`config.mk`:
```
export PLATFORM = sky130hd
export DESIGN_NAME = cla_pg_pipe_flat
export DESIGN_NICKNAME = d
export VERILOG_FILES = /design/src/rtl/cla_pg_pipe_if.sv /design/src/rtl/cla_pg_pipe.sv /design/src/flat_wrapper.sv
export SDC_FILE = /design/constraint.sdc
export NUM_CORES = 1
export LEC_CHECK = 0
export ABC_CLOCK_PERIOD_IN_PS = 2300
export CAP_MARGIN = 10
export CORE_MARGIN = 2
export CORE_UTILIZATION = 51
export DETAILED_ROUTE_END_ITERATION = 10
export GPL_TIMING_DRIVEN = 0
export MAX_ROUTING_LAYER = met4
export PLACE_DENSITY = 0.82
export RECOVER_POWER = 50
export SLEW_MARGIN = 20
export SYNTH_ARGS = -nofsm -noshare
export SYNTH_HDL_FRONTEND = slang
export SYNTH_SLANG_ARGS = --single-unit
```
`constraint.sdc`:
```
create_clock -name clk -period 2.3 [get_ports clk]
set_input_delay 0.23 -clock clk [delete_from_list [all_inputs] [get_ports clk]]
set_output_delay 0.23 -clock clk [all_outputs]
set_load 0.01 [all_outputs]
```
`src/rtl/cla_pg_pipe_if.sv`:
```
// Operand/result stream bundle for cla_pg_pipe.
// Optional macro CLA_OVF_EN adds the signed-overflow flag ovf_o.
interface cla_pg_pipe_if #(
    parameter int WIDTH = 32
);
    logic             in_valid;
    logic             in_ready;
    logic [WIDTH-1:0] a_i;
    logic [WIDTH-1:0] b_i;
    logic             sub_i;
    logic             out_valid;
    logic             out_ready;
    logic [WIDTH-1:0] p_o;
    logic [WIDTH-1:0] c_o;
    logic             cout_o;
`ifdef CLA_OVF_EN
    logic             ovf_o;

    // Producer of operands / consumer of propagate-carry results
    modport master (
        output in_valid, a_i, b_i, sub_i, out_ready,
        input  in_ready, out_valid, p_o, c_o, cout_o, ovf_o
    );

    // The pipeline itself
    modport slave (
        input  in_valid, a_i, b_i, sub_i, out_ready,
        output in_ready, out_valid, p_o, c_o, cout_o, ovf_o
    );
`else
    // Producer of operands / consumer of propagate-carry results
    modport master (
        output in_valid, a_i, b_i, sub_i, out_ready,
        input  in_ready, out_valid, p_o, c_o, cout_o
    );

    // The pipeline itself
    modport slave (
        input  in_valid, a_i, b_i, sub_i, out_ready,
        output in_ready, out_valid, p_o, c_o, cout_o
    );
`endif
endinterface

```
`src/rtl/cla_pg_pipe.sv`:
```
// Two-stage carry-lookahead propagate/carry pipeline.
// S1 registers per-bit propagate/generate and carry-in; S2 resolves carries
// with 4-bit lookahead groups and registers p_o, c_o and cout_o. The sum
// itself (p_o ^ c_o) is formed downstream.
// Optional macro CLA_OVF_EN adds a registered signed-overflow flag ovf_o.
// WIDTH must be a multiple of 4 (8, 16 or 32).
module cla_pg_pipe #(
    parameter int WIDTH = 32
) (
    input logic         clk,
    input logic         rst_n,
    cla_pg_pipe_if.slave bus
);
    localparam int NGRP = WIDTH / 4;

    logic             s1_valid;
    logic [WIDTH-1:0] s1_p;
    logic [WIDTH-1:0] s1_g;
    logic             s1_cin;

    logic             s2_valid;
    logic [WIDTH-1:0] s2_p;
    logic [WIDTH-1:0] s2_c;
    logic             s2_cout;
`ifdef CLA_OVF_EN
    logic             s2_ovf;
`endif

    logic             s1_adv;
    logic             s2_adv;
    logic [WIDTH-1:0] b_eff;
    logic [WIDTH-1:0] c_next;
    logic             cout_next;

    // Subtraction is a + ~b + 1, so the operand is inverted here and cin set in S1
    assign b_eff = bus.sub_i ? ~bus.b_i : bus.b_i;

    // A stage may load when it is empty or its contents move on this cycle
    assign s2_adv       = ~s2_valid | bus.out_ready;
    assign s1_adv       = ~s1_valid | s2_adv;
    assign bus.in_ready = s1_adv;

    assign bus.out_valid = s2_valid;
    assign bus.p_o       = s2_p;
    assign bus.c_o       = s2_c;
    assign bus.cout_o    = s2_cout;
`ifdef CLA_OVF_EN
    assign bus.ovf_o     = s2_ovf;
`endif

    // Carries into each bit of a 4-bit group plus the group carry-out, all in
    // flattened sum-of-products form so no carry ripples inside the group
    function automatic logic [4:0] cla4(input logic [3:0] p, input logic [3:0] g, input logic ci);
        logic [4:0] c;
        c[0] = ci;
        c[1] = g[0] | (p[0] & ci);
        c[2] = g[1] | (p[1] & g[0]) | (p[1] & p[0] & ci);
        c[3] = g[2] | (p[2] & g[1]) | (p[2] & p[1] & g[0]) | (p[2] & p[1] & p[0] & ci);
        c[4] = g[3] | (p[3] & g[2]) | (p[3] & p[2] & g[1]) | (p[3] & p[2] & p[1] & g[0])
             | ((&p) & ci);
        return c;
    endfunction

    // Chain the group lookahead units to get every bit's carry-in and the final carry-out
    always_comb begin
        logic [NGRP:0] grp_c;
        logic [4:0]    grp;
        c_next    = '0;
        cout_next = 1'b0;
        grp_c     = '0;
        grp       = '0;
        grp_c[0]  = s1_cin;
        for (int k = 0; k < NGRP; k++) begin
            grp                = cla4(s1_p[4*k +: 4], s1_g[4*k +: 4], grp_c[k]);
            c_next[4*k +: 4]   = grp[3:0];
            grp_c[k+1]         = grp[4];
        end
        cout_next = grp_c[NGRP];
    end

    // S1: capture propagate/generate and carry-in only when a beat is accepted
    always_ff @(posedge clk or negedge rst_n) begin
        if (!rst_n) begin
            s1_valid <= 1'b0;
            s1_p     <= '0;
            s1_g     <= '0;
            s1_cin   <= 1'b0;
        end else if (s1_adv) begin
            s1_valid <= bus.in_valid;
            if (bus.in_valid) begin
                s1_p   <= bus.a_i ^ b_eff;
                s1_g   <= bus.a_i & b_eff;
                s1_cin <= bus.sub_i;
            end
        end
    end

    // S2: register resolved carries; everything holds while downstream stalls
    always_ff @(posedge clk or negedge rst_n) begin
        if (!rst_n) begin
            s2_valid <= 1'b0;
            s2_p     <= '0;
            s2_c     <= '0;
            s2_cout  <= 1'b0;
`ifdef CLA_OVF_EN
            s2_ovf   <= 1'b0;
`endif
        end else if (s2_adv) begin
            s2_valid <= s1_valid;
            if (s1_valid) begin
                s2_p    <= s1_p;
                s2_c    <= c_next;
                s2_cout <= cout_next;
`ifdef CLA_OVF_EN
                s2_ovf  <= c_next[WIDTH-1] ^ cout_next;
`endif
            end
        end
    end

endmodule

```
`src/flat_wrapper.sv`:
```
// flat-port wrapper written by rule: the top's interface ports become plain ports
module cla_pg_pipe_flat 
#(
    parameter int WIDTH = 32
)
  (clk, rst_n, bus_in_valid, bus_a_i, bus_b_i, bus_sub_i, bus_out_ready, bus_in_ready, bus_out_valid, bus_p_o, bus_c_o, bus_cout_o);
  cla_pg_pipe_if #(.WIDTH(WIDTH)) bus_i ();
  input logic clk;
  input logic rst_n;
  input wire logic [$bits(bus_i.in_valid)-1:0] bus_in_valid;
  input wire logic [$bits(bus_i.a_i)-1:0] bus_a_i;
  input wire logic [$bits(bus_i.b_i)-1:0] bus_b_i;
  input wire logic [$bits(bus_i.sub_i)-1:0] bus_sub_i;
  input wire logic [$bits(bus_i.out_ready)-1:0] bus_out_ready;
  output wire logic [$bits(bus_i.in_ready)-1:0] bus_in_ready;
  output wire logic [$bits(bus_i.out_valid)-1:0] bus_out_valid;
  output wire logic [$bits(bus_i.p_o)-1:0] bus_p_o;
  output wire logic [$bits(bus_i.c_o)-1:0] bus_c_o;
  output wire logic [$bits(bus_i.cout_o)-1:0] bus_cout_o;
  assign bus_i.in_valid = bus_in_valid;
  assign bus_i.a_i = bus_a_i;
  assign bus_i.b_i = bus_b_i;
  assign bus_i.sub_i = bus_sub_i;
  assign bus_i.out_ready = bus_out_ready;
  assign bus_in_ready = bus_i.in_ready;
  assign bus_out_valid = bus_i.out_valid;
  assign bus_p_o = bus_i.p_o;
  assign bus_c_o = bus_i.c_o;
  assign bus_cout_o = bus_i.cout_o;
  cla_pg_pipe #(.WIDTH(WIDTH)) u_core (.clk(clk), .rst_n(rst_n), .bus(bus_i));
endmodule
```
; Yosys cells after proc, flatten, opt, wreduce, memory -nomap -nowiden
; Cells that the tools add are included.
[totals]
register_bits = 132
out_inout_bits = 67
inputBits = 69
wordCells = 226
[classes]
mux = 1
n_bitwise = 207
reduce_logical = 10
[ops]
columns = operator, count
row1 = AND 1 bit, 120
row2 = bitwise OR 1 bit, 82
row3 = AND 32 bit, 1
row4 = two-way mux 32 bit, 1
row5 = inverter 32 bit, 1
row6 = AND reduction 4 bit, 8
row7 = XOR 32 bit, 1
row8 = AND reduction 2 bit, 2
row9 = inverter 1 bit, 2

; Logic depth before layout (Yosys ltp)
[depth]
depth_word = 19
depth_mapped = 8
depth_no_buf = 8

; Worst setup path before layout
; Ideal clock, no wire load.
[synth_timing]
kind = flip-flop to flip-flop
from = register u_core.s1_p[7]
to = register u_core.s2_c[23], in the netlist u_core.bus.c_o[23]
t_required_ns = 2.176
setup_ns = 0.124
path_stages_with_launch = 9
n_path_buf = 0
path_slack_ns = 0.517
synth_period_minus_slack_ns = 1.783
arrival_time_ns = 1.659
cell_sequence = dfrtp_1 > a21oi_1 > o21ai_1 > a21oi_1 > a21oi_2 > a211oi_1 > o21bai_1 > a211oi_1 > nor2_1
[synth_between]
elab_chain_len = 13
word_cells_on_any_way = 19
cone_classes = bitwise (18) / reduce/logical (1)
[synth_lines]
columns = item, line
row1 = from (decl), cla_pg_pipe.sv:17  ; logic [WIDTH-1:0] s1_p;
row2 = from (signal assigned), cla_pg_pipe.sv:91  ; s1_p <= bus.a_i ^ b_eff;
row3 = AND 1 bit, cla_pg_pipe.sv:59  ; c[4] = g[3] | (p[3] & g[2]) | (p[3] & p[2] & g[1]) | (p[3] & p[2] & p[1] & g[0])
row4 = bitwise OR 1 bit / AND 1 bit (equally long branches) (2 in a row), cla_pg_pipe.sv:59
row5 = bitwise OR 1 bit, cla_pg_pipe.sv:59
row6 = bitwise OR 1 bit (*), cla_pg_pipe.sv:60  ; | ((&p) & ci);
row7 = AND 1 bit (*), cla_pg_pipe.sv:60
row8 = bitwise OR 1 bit (*), cla_pg_pipe.sv:60
row9 = AND 1 bit (*), cla_pg_pipe.sv:60
row10 = bitwise OR 1 bit (*), cla_pg_pipe.sv:60
row11 = AND 1 bit (*), cla_pg_pipe.sv:60
row12 = bitwise OR 1 bit (*), cla_pg_pipe.sv:60
row13 = AND 1 bit (*), cla_pg_pipe.sv:58  ; c[3] = g[2] | (p[2] & g[1]) | (p[2] & p[1] & g[0]) | (p[2] & p[1] & p[0] & ci);
row14 = bitwise OR 1 bit (*), cla_pg_pipe.sv:58
row15 = to (signal assigned), cla_pg_pipe.sv:112  ; s2_c <= c_next;
row16 = to (decl), cla_pg_pipe.sv:23  ; logic [WIDTH-1:0] s2_c;
; Every way passes the cells marked *; elsewhere a longest branch is shown, timed or not.
; A chain may end at the register's enable or synchronous reset.

; Worst setup path in the final report
[layout_timing]
from = register u_core.s1_p[9]
to = register u_core.s2_cout, in the netlist u_core.bus.cout_o
[layout_between]
elab_chain_len = 14
word_cells_on_any_way = 16
cone_classes = bitwise (15) / reduce/logical (1)
[layout_lines]
columns = item, line
row1 = AND 1 bit (2 in a row), cla_pg_pipe.sv:59
row2 = bitwise OR 1 bit, cla_pg_pipe.sv:59
row3 = bitwise OR 1 bit (*), cla_pg_pipe.sv:60
row4 = AND 1 bit (*), cla_pg_pipe.sv:60
row5 = bitwise OR 1 bit (*), cla_pg_pipe.sv:60
row6 = AND 1 bit (*), cla_pg_pipe.sv:60
row7 = bitwise OR 1 bit (*), cla_pg_pipe.sv:60
row8 = AND 1 bit (*), cla_pg_pipe.sv:60
row9 = bitwise OR 1 bit (*), cla_pg_pipe.sv:60
row10 = AND 1 bit (*), cla_pg_pipe.sv:60
row11 = bitwise OR 1 bit (*), cla_pg_pipe.sv:60
row12 = AND 1 bit (*), cla_pg_pipe.sv:60
row13 = bitwise OR 1 bit (*), cla_pg_pipe.sv:60
row14 = to (signal assigned), cla_pg_pipe.sv:113  ; s2_cout <= cout_next;
row15 = to (decl), cla_pg_pipe.sv:24  ; logic s2_cout;
; Marks and branches as above.

==> impl_metrics.csv <==
group,metric,value,unit
outcome,status,"finished with violations",
outcome,violations,"capacitance limit, slew limit",
floorplan,core-area,11900,µm²
hold_path,hold_class,"primary input to flip-flop",
finish,fillCellCount,897,
route,drc,0,
clocking,clk_pin_slew_worst_paths,0.05,ns
critical_path,r2r_start,"u_core.s1_p[9]",
power_and_ir_drop,p_leak,3.90,nW
floorplan,start_util,51.7,%
grt,grt_max_degree,69,
flow_run,maxCapViolCount,1,
power_and_ir_drop,p_comb_share,27.5,%
critical_path,ff2ff_path_depth,8,
clocking,cts_tree,"built",
critical_path,end_kind,"flip-flop",
clocking,insertion_delay,0.42,ns
yosys,ys_top_cells_by_area,"dfrtp_1 54%, mux2_2 12%, nand2_1 8.4%",
power_and_ir_drop,power,0.00819,W
finish,layout_common_cells,"137 x nand2_1, 132 x dfrtp_1, 102 x clkdlybuf4s50_1, 68 x mux2_2",
place,dp_worst_setup_slack,-0.128,ns
route,wl,15700,µm
yosys,synth_top_area_share,53.7,%
yosys,netlist_instances,552,
critical_path,worstSetupPathType,"flip-flop to flip-flop",
power_and_ir_drop,power.internal,0.00572,W
yosys,syn-mean-instance-area,11.2,µm²
sta,slew_headroom,-10.5,%
sta,rsz0062_at_grt,"false",
yosys,ys_seq_area_share,53.7,%
yosys,synth_edf_count,0,
yosys,ys.flop_type,"dfrtp_1",
sta,worst_slack,0.144,ns
route,vias,4715,
clocking,cts_buffers,17,
hold_path,min_from,"bus_sub_i",
route,avgRoutedWirePerCell,18.1,µm
grt,grt_pass1_wl,25200,µm
clocking,cts_sinks,132,
yosys,synth.distinct_cells,41,
place,dpl.hpwl,11100,µm
grt,grt_pass1_vias,5036,
critical_path,cp_data_arrival_time,2.50,ns
grt,grt_overflow,0,
place,gp_congestion,0.854,
clocking,cts_root_buf,"clkbuf_16",
clocking,cts_buffer_depth,2,
clocking,htree_levels,4,
floorplan,io_pins,136,
grt,antenna_found_initial,0,
place,port_buffers,134,
yosys,synth-async-reset-ratio,100,%
sta,fin_crit_sh,93.8,%
sta,tightest_slew,1.66,ns
critical_path,critPathRequiredTime,2.65,ns
finish,nNetsFinal,808,
power_and_ir_drop,seq_power_share,41.1,%
route,wl_met1,6320,µm
hold_path,hold-path-endpoint,"u_core.s1_cin",
critical_path,r2r_end,"u_core.bus.cout_o",
finish,num_antenna_cells,0,
power_and_ir_drop,power_density,988,nW/µm²
critical_path,crit_fanout,5,
route,wl_met2,8250,µm
power_and_ir_drop,ir_worst_vdd,632,µV
yosys,ys_seq_elements,132,
yosys,synth_fp_nets,653,
route,antenna_left,0,
route,dr.pass1.iters,5,
sta,setup_violations,0,
floorplan,die_w,114,µm
yosys,ys_warn_count,0,
critical_path,startpoint_type,"flip-flop",
route,drt-initial-drc-count,350,
floorplan,std_cell_rows,40,
critical_path,rrSetupSlack,0.14,ns
power_and_ir_drop,p_sw,0.00247,W
yosys,yosysTopAreaCell,"dfrtp_1",
sta,finClkSkew,0.00724,ns
floorplan,die_h,114,µm
route,vias_per_cell,5.44,
finish,final_common_cell,"nand2_1",
hold_path,hold_path_depth,2,
sta,final.min_clock_period,2.16,ns
power_and_ir_drop,p_clk_share,31.4,%
finish,drive_gt1_share,16.9,%
yosys,netlist_area,6160,µm²
floorplan,dieArea,13000,µm²
sta,max_freq,464,MHz
power_and_ir_drop,swShare,30.2,%
route,highest_layer,"met4",
sta,finalHoldViolations,0,
grt,grt_use_total,26.8,%
sta,maxSlewViolCount,65,
finish,syn2layout_area_growth,34.7,%
route,wl_met3,832,µm
[power by group through the flow]
stage	combinational (W)	clock [W]	sequential (W)
after floorplan	0.000972	0	0.00344
after global placement	0.00222	0	0.00336
after detailed placement	0.00230	0	0.00339
after CTS	0.00233	0.00261	0.00336
after global routing	0.00245	0.00273	0.00343
final	0.00225	0.00257	0.00337
[flip-flops by register name, summed over array words and instances (netlist names)]
register / cells
u_core.bus.c_o: 32
u_core.bus.p_o: 32
u_core.s1_g: 32
u_core.s1_p: 32
u_core.bus.cout_o: 1
u_core.bus.out_valid: 1
u_core.s1_cin: 1
u_core.s1_valid: 1
[metal layers]
layer	GRT usage [%]	vias up
met2	44.4	161
met3	6.96	25
met5	-	-
met4	10.1	0
li1	-	2182
met1	31.7	2347
[final cells by class]
| type | count | area [µm²] | area share (%) |
|---|---|---|---|
| clock buffer | 30 | 564 | 6.80 |
| multi-input combinational | 388 | 2730 | 32.9 |
| sequential | 132 | 3300 | 39.8 |
| clock inverter | 2 | 10.0 | 0.121 |
| buffer | 25 | 101 | 1.22 |
| inverter | 7 | 26.3 | 0.317 |
| tap | 147 | 184 | 2.22 |
| timing repair buffer | 136 | 1370 | 16.6 |
[synthesized netlist by cell type, types with 4 or more instances]
cell      instances
nand3_1           4
a21oi_2           4
ha_1             32
o21ai_1           4
a21o_1            9
dfrtp_1         132
nor2_1           14
xor2_1           32
mux2_2           68
a21oi_1          22
o21ai_2           4
inv_1             7
clkbuf_1         17
o21ai_0          19
nand2_1         137
nand2b_1          5
buf_2             5
[worst max-delay path, cell delays in order, from the launching register on]
cell and delay, ns:
dfrtp_1 0.43, and4_1 0.28, nor4b_4 0.30, nand2_2 0.12, a21oi_2 0.21, a21oi_2 0.11
o211ai_4 0.31, a31oi_4 0.17, o21ai_2 0.16
[metrics by stage]
step | TNS, ns | cells | area (µm²) | utilization (%) | hold WS, ns
4_1_cts | 0 | 867 | 8300 | 69.7 | 0.349
6_report | 0 | 867 | 8290 | 69.6 | 0.362
3_3_place_gp | -528.19 | 833 | 7680 | 64.5 | 0.458
3_5_place_dp | -1.31 | 834 | 7710 | 64.8 | 0.201
2_1_floorplan | 0 | 552 | 6160 | - | -0.0656
5_1_grt | 0 | 867 | 8290 | 69.6 | 0.381
[how the worst max path moves through the flow]
| stage | startpoint | end | slack (ns) |
|---|---|---|---|
| after floorplan | u_core.s1_p[7] | u_core.bus.c_o[23] | 0.52 |
| after global placement | rst_n | u_core.bus.p_o[24] | -4.01 |
| after global routing | u_core.s1_p[9] | u_core.bus.cout_o | 0.01 |
| after detailed placement | bus_out_ready | u_core.bus.c_o[27] | -0.13 |
| final | u_core.s1_p[9] | u_core.bus.cout_o | 0.14 |
| after CTS | u_core.s1_p[7] | u_core.bus.c_o[23] | 0.12 |
[what timing repair did]
item                       in CTS  in global routing
buffers inserted                0                  0
setup endpoints to repair       0                  6
hold buffers                    1                  0
resized for setup               0                  4
hold endpoints to repair       64                  0
[cells by family after synthesis]
| group | share of synthesized area [%] |
|---|---|
| AO/OA/AOI/OAI | 8.25 |
| AND/OR/NAND/NOR | 12.4 |
| buffers and inverters | 2.05 |
| XOR/XNOR | 4.55 |
| flip-flops | 53.7 |
| multiplexers | 12.6 |
| adder cells (fa/ha/maj) | 6.50 |
No activity file was read; power rests on OpenSTA's default activity.
